--- src/rtl/gs_serializer_pkg.sv ---
// gs_serializer_pkg: pixel word layout, color encoding and helpers shared with the GS state machine
package gs_serializer_pkg;
  typedef enum logic [1:0] {COLOR_R = 2'd0, COLOR_G = 2'd1, COLOR_B = 2'd2} color_e;
  localparam int PIXEL_WIDTH = 30;
  localparam int GS_BITS = 10;
  localparam int R_OFF = 20;
  localparam int G_OFF = 10;
  localparam int B_OFF = 0;
  function automatic logic is_onehot4(logic [3:0] v);
    return (v != 4'd0) && ((v & (v - 4'd1)) == 4'd0);
  endfunction
  function automatic logic pixel_bit(logic [PIXEL_WIDTH-1:0] px, logic [1:0] c, logic [3:0] b);
    logic [4:0] idx;
    idx = (c == COLOR_R ? 5'(R_OFF) : c == COLOR_G ? 5'(G_OFF) : 5'(B_OFF)) + {1'b0, b};
    if (c == 2'd3 || b > 4'(GS_BITS - 1)) return 1'b0;
    return px[idx];
  endfunction
endpackage

--- src/rtl/gs_serializer_sclk_gen.sv ---
// sclk_gen: SCLK divider with one-cycle-ahead rise/fall event strobes; parks low when disabled
module sclk_gen #(
  parameter int SCLK_HALF = 4
) (
  input  logic clk,
  input  logic nrst,
  input  logic en,
  output logic SCLK,
  output logic rise_evt,
  output logic fall_evt
);
  logic [7:0] cnt;
  logic wrap;
  assign wrap = cnt == 8'(SCLK_HALF - 1);
  assign rise_evt = wrap && !SCLK && en;
  assign fall_evt = wrap && SCLK;
  // a high phase always runs to completion so SCLK never glitches short
  always_ff @(posedge clk or negedge nrst) begin
    if (!nrst) begin
      cnt <= 8'd0;
      SCLK <= 1'b0;
    end else if (!en && !SCLK) begin
      cnt <= 8'd0;
    end else if (wrap) begin
      cnt <= 8'd0;
      SCLK <= ~SCLK;
    end else begin
      cnt <= cnt + 8'd1;
    end
  end
endmodule

--- src/rtl/gs_serializer.sv ---
// gs_serializer: fetches one pixel bit per SCLK period and presents SIN/LAT/row_en_out to the LED driver
module gs_serializer
  import gs_serializer_pkg::*;
#(
  parameter int NB_ANGLES = 128,
  parameter int NB_LEDS_PER_GROUP = 16,
  parameter int SCLK_HALF = 4,
  localparam int ANGLE_WIDTH = $clog2(NB_ANGLES),
  localparam int LED_WIDTH = $clog2(NB_LEDS_PER_GROUP)
) (
  input  logic clk,
  input  logic nrst,
  input  logic en,
  input  logic [ANGLE_WIDTH-1:0] angle,
  input  logic [LED_WIDTH-1:0] led,
  input  logic [1:0] color,
  input  logic [3:0] bit_sel,
  input  logic [3:0] row_en,
  input  logic lat_req,
  output logic [ANGLE_WIDTH+2+LED_WIDTH-1:0] ram_addr,
  output logic ram_rd,
  input  logic [PIXEL_WIDTH-1:0] ram_rdata,
  output logic SCLK,
  output logic SIN,
  output logic LAT,
  output logic [3:0] row_en_out
);
  logic fall_evt, unused_rise, p1, p2, lat_c;
  logic [1:0] color_c, row_bin;
  logic [3:0] bit_c, row_c;
  sclk_gen #(.SCLK_HALF(SCLK_HALF)) u_sclk_gen (
    .clk(clk),
    .nrst(nrst),
    .en(en),
    .SCLK(SCLK),
    .rise_evt(unused_rise),
    .fall_evt(fall_evt)
  );
  assign row_bin = {row_en[3] | row_en[2], row_en[3] | row_en[1]};
  // p1/p2 track the read cycle and the data-valid cycle after each fall event
  always_ff @(posedge clk or negedge nrst) begin
    if (!nrst) begin
      {p1, p2, lat_c, color_c, bit_c, row_c} <= '0;
      ram_addr <= '0;
      ram_rd <= 1'b0;
      SIN <= 1'b0;
      LAT <= 1'b0;
      row_en_out <= 4'd0;
    end else begin
      if (fall_evt) begin
        color_c <= color;
        bit_c <= bit_sel;
        row_c <= row_en;
        lat_c <= lat_req;
        ram_addr <= {angle, row_bin, led};
      end
      ram_rd <= fall_evt && is_onehot4(row_en);
      p1 <= fall_evt;
      p2 <= p1;
      if (p2) begin
        SIN <= is_onehot4(row_c) && pixel_bit(ram_rdata, color_c, bit_c);
        LAT <= lat_c;
        row_en_out <= is_onehot4(row_c) ? row_c : 4'd0;
      end
    end
  end
endmodule

--- config.mk ---
export PLATFORM = sky130hd
export DESIGN_NAME = gs_serializer
export DESIGN_NICKNAME = d
export VERILOG_FILES = /design/src/rtl/gs_serializer_pkg.sv /design/src/rtl/gs_serializer_sclk_gen.sv /design/src/rtl/gs_serializer.sv
export SDC_FILE = /design/constraint.sdc
export NUM_CORES = 1
export LEC_CHECK = 0
export CAP_MARGIN = 30
export CORE_ASPECT_RATIO = 1.75
export CORE_MARGIN = 3
export CORE_UTILIZATION = 48
export DETAILED_ROUTE_END_ITERATION = 10
export PLACE_DENSITY = 0.83
export SLEW_MARGIN = 20
export SYNTH_ARGS = -nofsm -noshare
export SYNTH_HDL_FRONTEND = slang
export SYNTH_SLANG_ARGS = --single-unit
--- constraint.sdc ---
create_clock -name clk -period 4.2 [get_ports clk]
set_input_delay 0.63 -clock clk [delete_from_list [all_inputs] [get_ports clk]]
set_output_delay 0.63 -clock clk [all_outputs]
set_load 0.02 [all_outputs]
-- After elaboration in Yosys (flattened, before gate mapping)
Index checks and enable logic that the tools add are counted.
- input port bits: 55
- word-level logic and storage cells: 55
- output and inout bits: 21
- flip-flop bits (word level): 42
- magnitude comparators: 2
- add/subtract/negate cells: 4
- bitwise gates (word level): 6
- reductions and logical operators: 15
- eq/ne operators: 3
- mux-type cells: 12
- operators by type and width (operator ; number):
    $mux 8 ; 2
    $add 8x1->8 const B ; 1
    $and 4x4->4 ; 2
    $eq 8x2->1 const B ; 1
    $logic_not 4->1 ; 2
    $mux 4 ; 2
    $reduce_bool 4->1 ; 2
    $sub 4x1->4 const B ; 2
    $logic_and 1x1->1 ; 6
    $lt 5x6->1 const B ; 1
    $mux 1 ; 6
    $add 5x4->5 ; 1
    $bmux 1 s5 ; 1
    $mux 5 ; 1
    $gt 4x4->1 const B ; 1
    $eq 2x1->1 const B ; 1
    $eq 2x2->1 const B ; 1
    $logic_not 1->1 ; 2
    $logic_not 2->1 ; 1
    $not 1->1 ; 2
    $or 1x1->1 ; 2
    $reduce_and 2->1 ; 1
    $logic_or 1x1->1 ; 1

-- Logic depth before layout (Yosys ltp)
Gate-level depths: netlist (run 1).
- word-level depth: 9
- mapped depth: 8
- depth with buffers taken out: 8

-- By module
Synthesis (run 1) repeated with hierarchy kept, for this count alone.
- cell total of the unflattened synthesis: 160
- area total of the unflattened synthesis: 2104.5 µm²
- by module, submodules not included (module ; sequential area each (µm²) ; times used ; area each (µm²) ; cells each):
    gs_serializer ; 825.8 ; 1 ; 1665.3 ; 115
    sclk_gen ; 225.2 ; 1 ; 439.2 ; 45

-- Least setup slack after synthesis (run 1)
Ideal clock, no wire load.
- path type: reg-to-reg
- start: register color_c[0]
- end: register SIN
- required time: 4.078 ns
- clock period less this slack: 2.213 ns
- arrival: 2.092 ns
- library setup time: 0.122 ns
- path buffers: 0
- setup slack: 1.987 ns
- stages on the path, launching flop included: 9
- path through: dfrtp_1 -> nor2b_1 -> ha_1 -> fa_1 -> mux4_2 -> a221oi_2 -> a21oi_1 -> mux2i_1 -> o2bb2ai_1
- word-level cells in the longest chain between the ends: 9
- elaborated cells between the ends (all ways): 14
- classes of those cells: add/sub: 1; eq/ne: 2; mux: 8; reduce/logical: 3
- ends and longest elaborated chain (what ; line ; RTL):
    start, declared ; gs_serializer.sv:29 ; logic [1:0] color_c, row_bin;
    start signal, assigned ; gs_serializer.sv:51 ; color_c <= color;
    $eq 2x1->1 ; gs_serializer_pkg.sv:14 ; idx = (c == COLOR_R ? 5'(R_OFF) : c == COLOR_G ? 5'(G_OFF) : 5'(B_OFF)) + {1'b0, b};
    $mux 4 ; gs_serializer_pkg.sv:14 ;
    $mux 5 ; gs_serializer_pkg.sv:14 ;
    $add 5x4->5 ; gs_serializer_pkg.sv:14 ;
    $bmux 1 s5 ; gs_serializer_pkg.sv:16 ; return px[idx];
    $mux 1 (not written as such) ; gs_serializer_pkg.sv:16 ;
    $mux 1 * ; gs_serializer_pkg.sv:16 ;
    $mux 1 * ; gs_serializer.sv:60 ; if (p2) begin
    $logic_and 1x1->1 * ; gs_serializer.sv:61 ; SIN <= is_onehot4(row_c) && pixel_bit(ram_rdata, color_c, bit_c);
    end signal, assigned ; gs_serializer.sv:61 ;
    end, declared ; gs_serializer.sv:24 ; output logic SIN,
Mark *: on every way between the ends. The rest lies on a longest branch, timed or not. The select of a mux whose other input is x is not followed.
A chain may end at the register's enable or synchronous reset.

-- Final worst setup path (run 1)
Ends and elaborated chain as after synthesis.

==> results of run 1 <==
[worst paths after layout]
path,end,depth (start not counted),slack [ns]
setup / recovery,SIN,8,1.77
hold / removal,bit_c[2],1,0.17
setup reg to reg,SIN,8,1.77
hold reg to reg,p2,0,0.38
max in group asynchronous,ram_addr[12],2,3.60
min in group clk,p2,0,0.38
[registers in the layout, indices dropped and copies added, names as in the netlist]
name	flops
p1	1
u_sclk_gen.SCLK	1
LAT	1
ram_addr	13
u_sclk_gen.cnt	8
color_c	2
row_en_out	4
lat_c	1
ram_rd	1
SIN	1
p2	1
bit_c	4
row_c	4
[power by group]
group / switching [mW] / internal, mW / total [mW]
Sequential: 0.138 / 0.560 / 0.699
Clock: 0.139 / 0.132 / 0.271
Combinational: 0.498 / 0.557 / 1.05
Total: 0.774 / 1.25 / 2.02
[through the flow]
stage          hold slack, ns    util
6_report               0.1722  0.7190
5_1_grt                0.1661  0.7190
4_1_cts                0.3821  0.7142
3_5_place_dp           0.3587  0.6913
3_3_place_gp           0.3337  0.6913
2_1_floorplan          0.3312       -
[logic make-up after synthesis]
kind of cell               Yosys count  synth area share
muxes                               16            0.1209
xor gates and xnor gates            10           0.05087
DFF                                 42            0.5027
adders and majority gates            5           0.03351
buffers and inverters               10           0.02454
and+or+nand+nor                    102            0.2077
AOI/OAI and AO/OA                   18           0.05984
[synth_stat cells, types with 3 or more instances]
master   count
ha_1         4
nor2_1      14
a22o_1       4
dfrtp_1     42
mux4_1       4
xnor2_1      4
a21oi_1      3
xor2_1       5
nand2_1     71
o21ai_0      4
nand3_1      5
mux2i_1      8
inv_1        3
o21ai_1      3
[per-layer routing]
metal	vias up	part of all wire
met5	-	0
met4	0	0.019
met2	47	0.58
met3	11	0.041
met1	809	0.36
li1	841	-
[cell type report]
cell class | count | area [sq um] | share of cell area
inverters | 4 | 15.01 | 0.005031
multi-input cells | 151 | 988.4 | 0.3312
flip-flops and latches | 42 | 1051 | 0.3522
clock buffers | 6 | 82.58 | 0.02767
clock inverters | 2 | 12.51 | 0.004193
well taps | 49 | 61.31 | 0.02055
repair buffers | 77 | 773.2 | 0.2591
==> results by group, run 1 <==
Cells and area
  – Design Area, Final: 0.002984 sq mm
  – Layout Area Growth over Synthesis: 42.73%
  – Diode count: 0
  – Most frequent cells in the layout: 74 x clkdlybuf4s50_1, 71 x nand2_1, 42 x dfrtp_1, 14 x nor2_1, 8 x mux2i_1
  – Filler cells: 309
  – Post-route insts no fill: 331
  – Leading cell type in the layout, fill and taps excluded: clkdlybuf4s50_1
  – Share of layout cells above drive strength 1: 0.07092
  – Nets: 341

Placed design
  – Global placer's final weighted congestion: 0.8291
  – Inst Count DP: 322
  – Cell Area, Placed: 0.002869 sq mm
  – Post-DP HPWL: 3708 um
  – IO Port Bufs: 75
  – DP Worst Slack: 1.816 ns

STA
  – Post-route clock skew: 0.003756 ns
  – Max Transition Viols Final: 0
  – Final Hold Viols: 0
  – Final period utilization: 0.5796
  – Crit path time final: 2.434 ns
  – Final-report setup violation count: 0
  – Final worst slack: 1.766 ns
  – Sum Neg Setup Slack: 0 ns
  – Worst Tran Pin Value: 0.5855 ns
  – Max frequency: 0.4108 GHz
  – RSZ-0062 raised after global routing: false
  – Max_slew headroom: 0.6071

Logic synthesis
  – Ys flop type: dfrtp_1
  – Cell taking the most area after synthesis: dfrtp_1
  – Post-synthesis sequential area ratio: 0.5027
  – Post-Syn Area: 0.002091 sq mm
  – Yosys top cell area share: 0.5027
  – Synthesized net count: 263
  – Mapped Avg Cell Area: 10.30 sq um
  – Synth unique cells: 35
  – Top cells by area, synth: dfrtp_1 50%, nand2_1 13%, mux4_1 5.0%
  – Mapped Cells: 203
  – Post-synth EDFFs: 0
  – Yosys reg bits: 42
  – Synth Warn #: 0
  – Async S/R FF share, synth: 1.000

Power and ir drop
  – P per Cell Area: 678.3 mW/mm^2
  – Total power: 2.024 mW
  – Leakage: 1.375 nW
  – Maximum VDD drop: 0.0005279 V

GRT
  – GRT met3 Usage: 0.04972
  – First-pass GRT wire length: 8273 um
  – Overflow left after global routing: 0
  – Busiest grt layer: met2
  – Largest net degree at the start of global routing: 43
  – Tot GR Track Use: 0.2054
  – Initial antenna violation count: 0
  – Vias in the first global route: 1780
  – Met2 usage: 0.3903
  – Met1 GRT Util: 0.2147

Critical path
  – CP Capture Type: register
  – Worst path slowest cell: fa_1
  – CP max FO: 4
  – FF-to-FF Start: color_c[0]
  – CP startpoint: color_c[0]
  – Worst Path Buf+Inv: 0
  – Cell family with most CP delay: adder cells
  – Max stage delay on crit path: 0.59 ns
  – Critical path required time: 4.38 ns
  – Worst Setup Start Kind: register
  – Crit path cell chain: nor2b_1 > ha_1 > fa_1 > mux4_2 > a221oi_2 > a21oi_1 > mux2i_1 > o2bb2ai_1
  – Crit path DAT: 2.62 ns
  – Crit path kind: register to register

CTS
  – H-tree depth reported by CTS: 2
  – Worst skew pair latency: 0.30 ns
  – Clk buf depth: 2
  – Root buf cell: clkbuf_8
  – Number of setup buffers added after CTS: 0
  – CTS Hold Buffers Added: 0
  – Worst-path clk slew: 0.08 ns
  – PostCTS Resize Cnt: 0
  – Number of buffers created by CTS: 5
  – CTS tree: yes
  – Sink Count: 42

Floorplanning
  – Die ar.: 0.005215 sq mm
  – Die H: 93.31 um
  – Initial core utilization: 0.5038
  – # IOs: 76
  – Die Span X: 55.89 um
  – # rows: 31
  – Core ar.: 0.004150 sq mm

Run
  – MaxCap Viol Count: 0

Detailed routing
  – Drt wl/cell: 14.88 um
  – Via count: 1708
  – Overall routed net length: 4924 um
  – Initial DRC Count: 53
  – DRC: 0
  – Final ANT Viol Nets: 0
  – Vias/cell: 5.160
  – Drt pass-1 iters: 5

Worst hold path
  – Worst Hold Class: primary input to async pin

Run status
  – Status: completed
Power figures use the tool's default switching activity.
==> run 2: changes to the inputs <==
- CORE_UTILIZATION: 48 -> 44
- PLACE_DENSITY: 0.83 -> 0.77
- clock period: 4.2 -> 2.3 ns (I/O delays scaled with it)
==> run 2 against run 1 <==
Combinational power up 92%. Sequential power up 83%. Global-route usage down 2.2 points. Clock power up 120%. Sequential cell count unchanged. Register-to-register slack worse by 1.7 ns. Setup slack worse by 1.7 ns. Hold slack better by 0.17 ns. Critical path depth unchanged. Power up 93%. Critical path type unchanged.
==> results by group, run 2 (same netlist as run 1, synthesis figures left out) <==
Critical path
  – Max stage delay on crit path: 0.57 ns (-0.02 ns)
  – CP Capture Type: register
  – Reg2Reg Depth: 8 (unchanged)
  – Cell family with most CP delay: adder cells
  – Worst Setup Start Kind: register
  – Reg2reg end: SIN
  – FF-to-FF Start: color_c[0]
  – R2R Setup Slk: 0.03 ns (-1.73 ns)
  – Worst Path Buf+Inv: 0 (unchanged)
  – Crit path kind: register to register
  – Crit path DAT: 2.46 ns (-0.16 ns)
  – CP max FO: 4 (unchanged)
  – Worst path slowest cell: fa_1
  – Crit path cell chain: nor2b_4 > ha_4 > fa_1 > mux4_2 > a221oi_2 > a21oi_1 > mux2i_1 > o2bb2ai_1
  – Critical path required time: 2.49 ns (-1.89 ns)

Cells and area
  – Share of layout cells above drive strength 1: 0.09375 (+0.02283)
  – Diode count: 0 (unchanged)
  – Largest register FFs: 13 (unchanged)
  – Most frequent cells in the layout: 74 x clkdlybuf4s50_1, 71 x nand2_1, 42 x dfrtp_1, 14 x nor2_1, 8 x mux2i_1
  – Nets: 347 (+1.8%)
  – Leading cell type in the layout, fill and taps excluded: clkdlybuf4s50_1
  – Leading registers by flop count: ram_addr x13, u_sclk_gen.cnt x8
  – Core Util, Final: 0.6833 (-0.03571)
  – Layout Area Growth over Synthesis: 46.56%
  – Post-route insts no fill: 339 (+2.4%)
  – Filler cells: 357 (+16%)
  – Biggest register: ram_addr
  – Design Area, Final: 0.003064 sq mm (+2.7%)

Worst hold path
  – Endpoint, Worst Hold: p2
  – Worst Hold Class: register to register
  – WHS Path Cells: 0
  – Min-delay src: p1

Placed design
  – DP Worst Slack: 0.03425 ns (-1.782 ns)
  – IO Port Bufs: 75 (unchanged)
  – Inst Count DP: 328 (+1.9%)
  – Post-DP HPWL: 3614 um (-2.5%)
  – Cell Area, Placed: 0.002902 sq mm (+1.1%)
  – Global placer's final weighted congestion: 0.8521 (+2.8%)

Floorplanning
  – Die ar.: 0.005648 sq mm (+8.3%)
  – # rows: 32 (+3.2%)
  – # IOs: 76 (unchanged)
  – Die H: 97.19 um (+4.2%)
  – Die Span X: 58.11 um (+4.0%)
  – Core ar.: 0.004484 sq mm (+8.0%)
  – Initial core utilization: 0.4662 (-0.03753)

GRT
  – Largest net degree at the start of global routing: 28 (-35%)
  – Tot GR Track Use: 0.1830 (-0.02242)
  – Initial antenna violation count: 0 (unchanged)
  – GRT met3 Usage: 0.03324 (-0.01648)
  – Overflow left after global routing: 0 (unchanged)
  – Vias in the first global route: 1763 (-0.96%)
  – Busiest grt layer: met2
  – Met2 usage: 0.3240 (-0.06627)
  – Met1 GRT Util: 0.2135 (-0.001137)
  – First-pass GRT wire length: 8086 um (-2.3%)

CTS
  – Worst-path clk slew: 0.09 ns (about the same)
  – Sink Count: 42 (unchanged)
  – H-tree depth reported by CTS: 2 (unchanged)
  – Clk buf depth: 2 (unchanged)
  – Worst skew pair latency: 0.30 ns (about the same)
  – Root buf cell: clkbuf_8
  – CTS tree: yes
  – Number of buffers created by CTS: 5 (unchanged)

STA
  – Final worst slack: 0.03137 ns (-1.734 ns)
  – Worst Tran Pin Value: 0.6158 ns (+0.03031 ns)
  – Crit path time final: 2.269 ns (-0.1655 ns)
  – Post-route clock skew: 0.01162 ns (+0.007861 ns)
  – Final-report setup violation count: 0 (unchanged)
  – Max frequency: 0.4408 GHz (+7.3%)
  – Max Transition Viols Final: 0 (unchanged)
  – Final Hold Viols: 0 (unchanged)
  – Final period utilization: 0.9864 (+0.4068)
  – Max_slew headroom: 0.5867 (-0.02034)
  – RSZ-0062 raised after global routing: true

Run status
  – Status: completed

Detailed routing
  – Initial DRC Count: 27 (-49%)
  – Via count: 1726 (+1.1%)
  – Drt pass-1 iters: 4 (-1)
  – Final ANT Viol Nets: 0 (unchanged)
  – Overall routed net length: 4862 um (-1.3%)
  – Vias/cell: 5.091 (-1.3%)
  – Drt wl/cell: 14.34 um (-3.6%)
  – DRC: 0 (unchanged)

Run
  – MaxCap Viol Count: 0 (unchanged)

Power and ir drop
  – Leakage: 1.412 nW (+2.7%)
  – P per Cell Area: 1274 mW/mm^2 (+88%)
  – Maximum VDD drop: 0.001265 V (+140%)
run 2: worst max-delay path by stage:
stage                     from   to  slack [ns]  cells after the start
finish              color_c[0]  SIN        0.03                      8
CTS                 color_c[0]  SIN        0.03                      8
detailed placement  color_c[0]  SIN        0.03                      8
global route        color_c[0]  SIN       -0.05                      8
global placement    color_c[0]  SIN        0.11                      8
floorplan           color_c[0]  SIN        0.09                      8
run 2: where the power goes:
group | total, mW | switching, mW | internal [mW] | leakage (nW)
logic | 2.02 | 0.913 | 1.11 | 0.830
clock network | 0.602 | 0.271 | 0.331 | 0.0563
registers | 1.28 | 0.257 | 1.02 | 0.526
run 2: area by class of cell:
| class | count | area, sq um | area share |
|---|---|---|---|
| Inverter | 4 | 15.01 | 0.004900 |
| Clock inverter | 3 | 48.80 | 0.01592 |
| Clock buffer | 5 | 68.82 | 0.02246 |
| Sequential cell | 42 | 1051 | 0.3430 |
| Tap cell | 51 | 63.81 | 0.02082 |
| Multi-Input combinational cell | 151 | 1008 | 0.3291 |
| Timing Repair Buffer | 83 | 808.3 | 0.2638 |
run 2: worst register-to-register path, cell delays in order, from the launching register on:
cell	delay, ns
dfrtp_1	0.42
nor2b_4	0.15
ha_4	0.17
fa_1	0.57
mux4_2	0.31
a221oi_2	0.25
a21oi_1	0.07
mux2i_1	0.14
o2bb2ai_1	0.09
run 2: repair_timing:
action | 4_1_cts | 5_1_grt
setup buffers | 0 | 2
setup endpoints to repair | 0 | 1
hold buffers | 1 | 0
endpoints found under the hold margin | 14 | 0
gates resized for setup | 0 | 4
run 2: stage by stage:
| stage | total power [mW] | hold slack (ns) | TNS (ns) |
|---|---|---|---|
| 6_report | 3.904 | 0.3471 | 0 |
| 5_1_grt | 4.180 | 0.3539 | -0.04645 |
| 4_1_cts | 3.851 | 0.3528 | 0 |
| 3_5_place_dp | 3.238 | 0.2828 | 0 |
| 3_3_place_gp | 3.187 | 0.2746 | 0 |
| 2_1_floorplan | 2.585 | 0.04941 | 0 |
run 2: layer usage:
| metal | vias to the layer above | routed length, um |
|---|---|---|
| met4 | 0 | 76 |
| met2 | 45 | 2679 |
| met1 | 822 | 1897 |
| met3 | 7 | 208 |
| li1 | 852 | - |
| met5 | - | 0 |
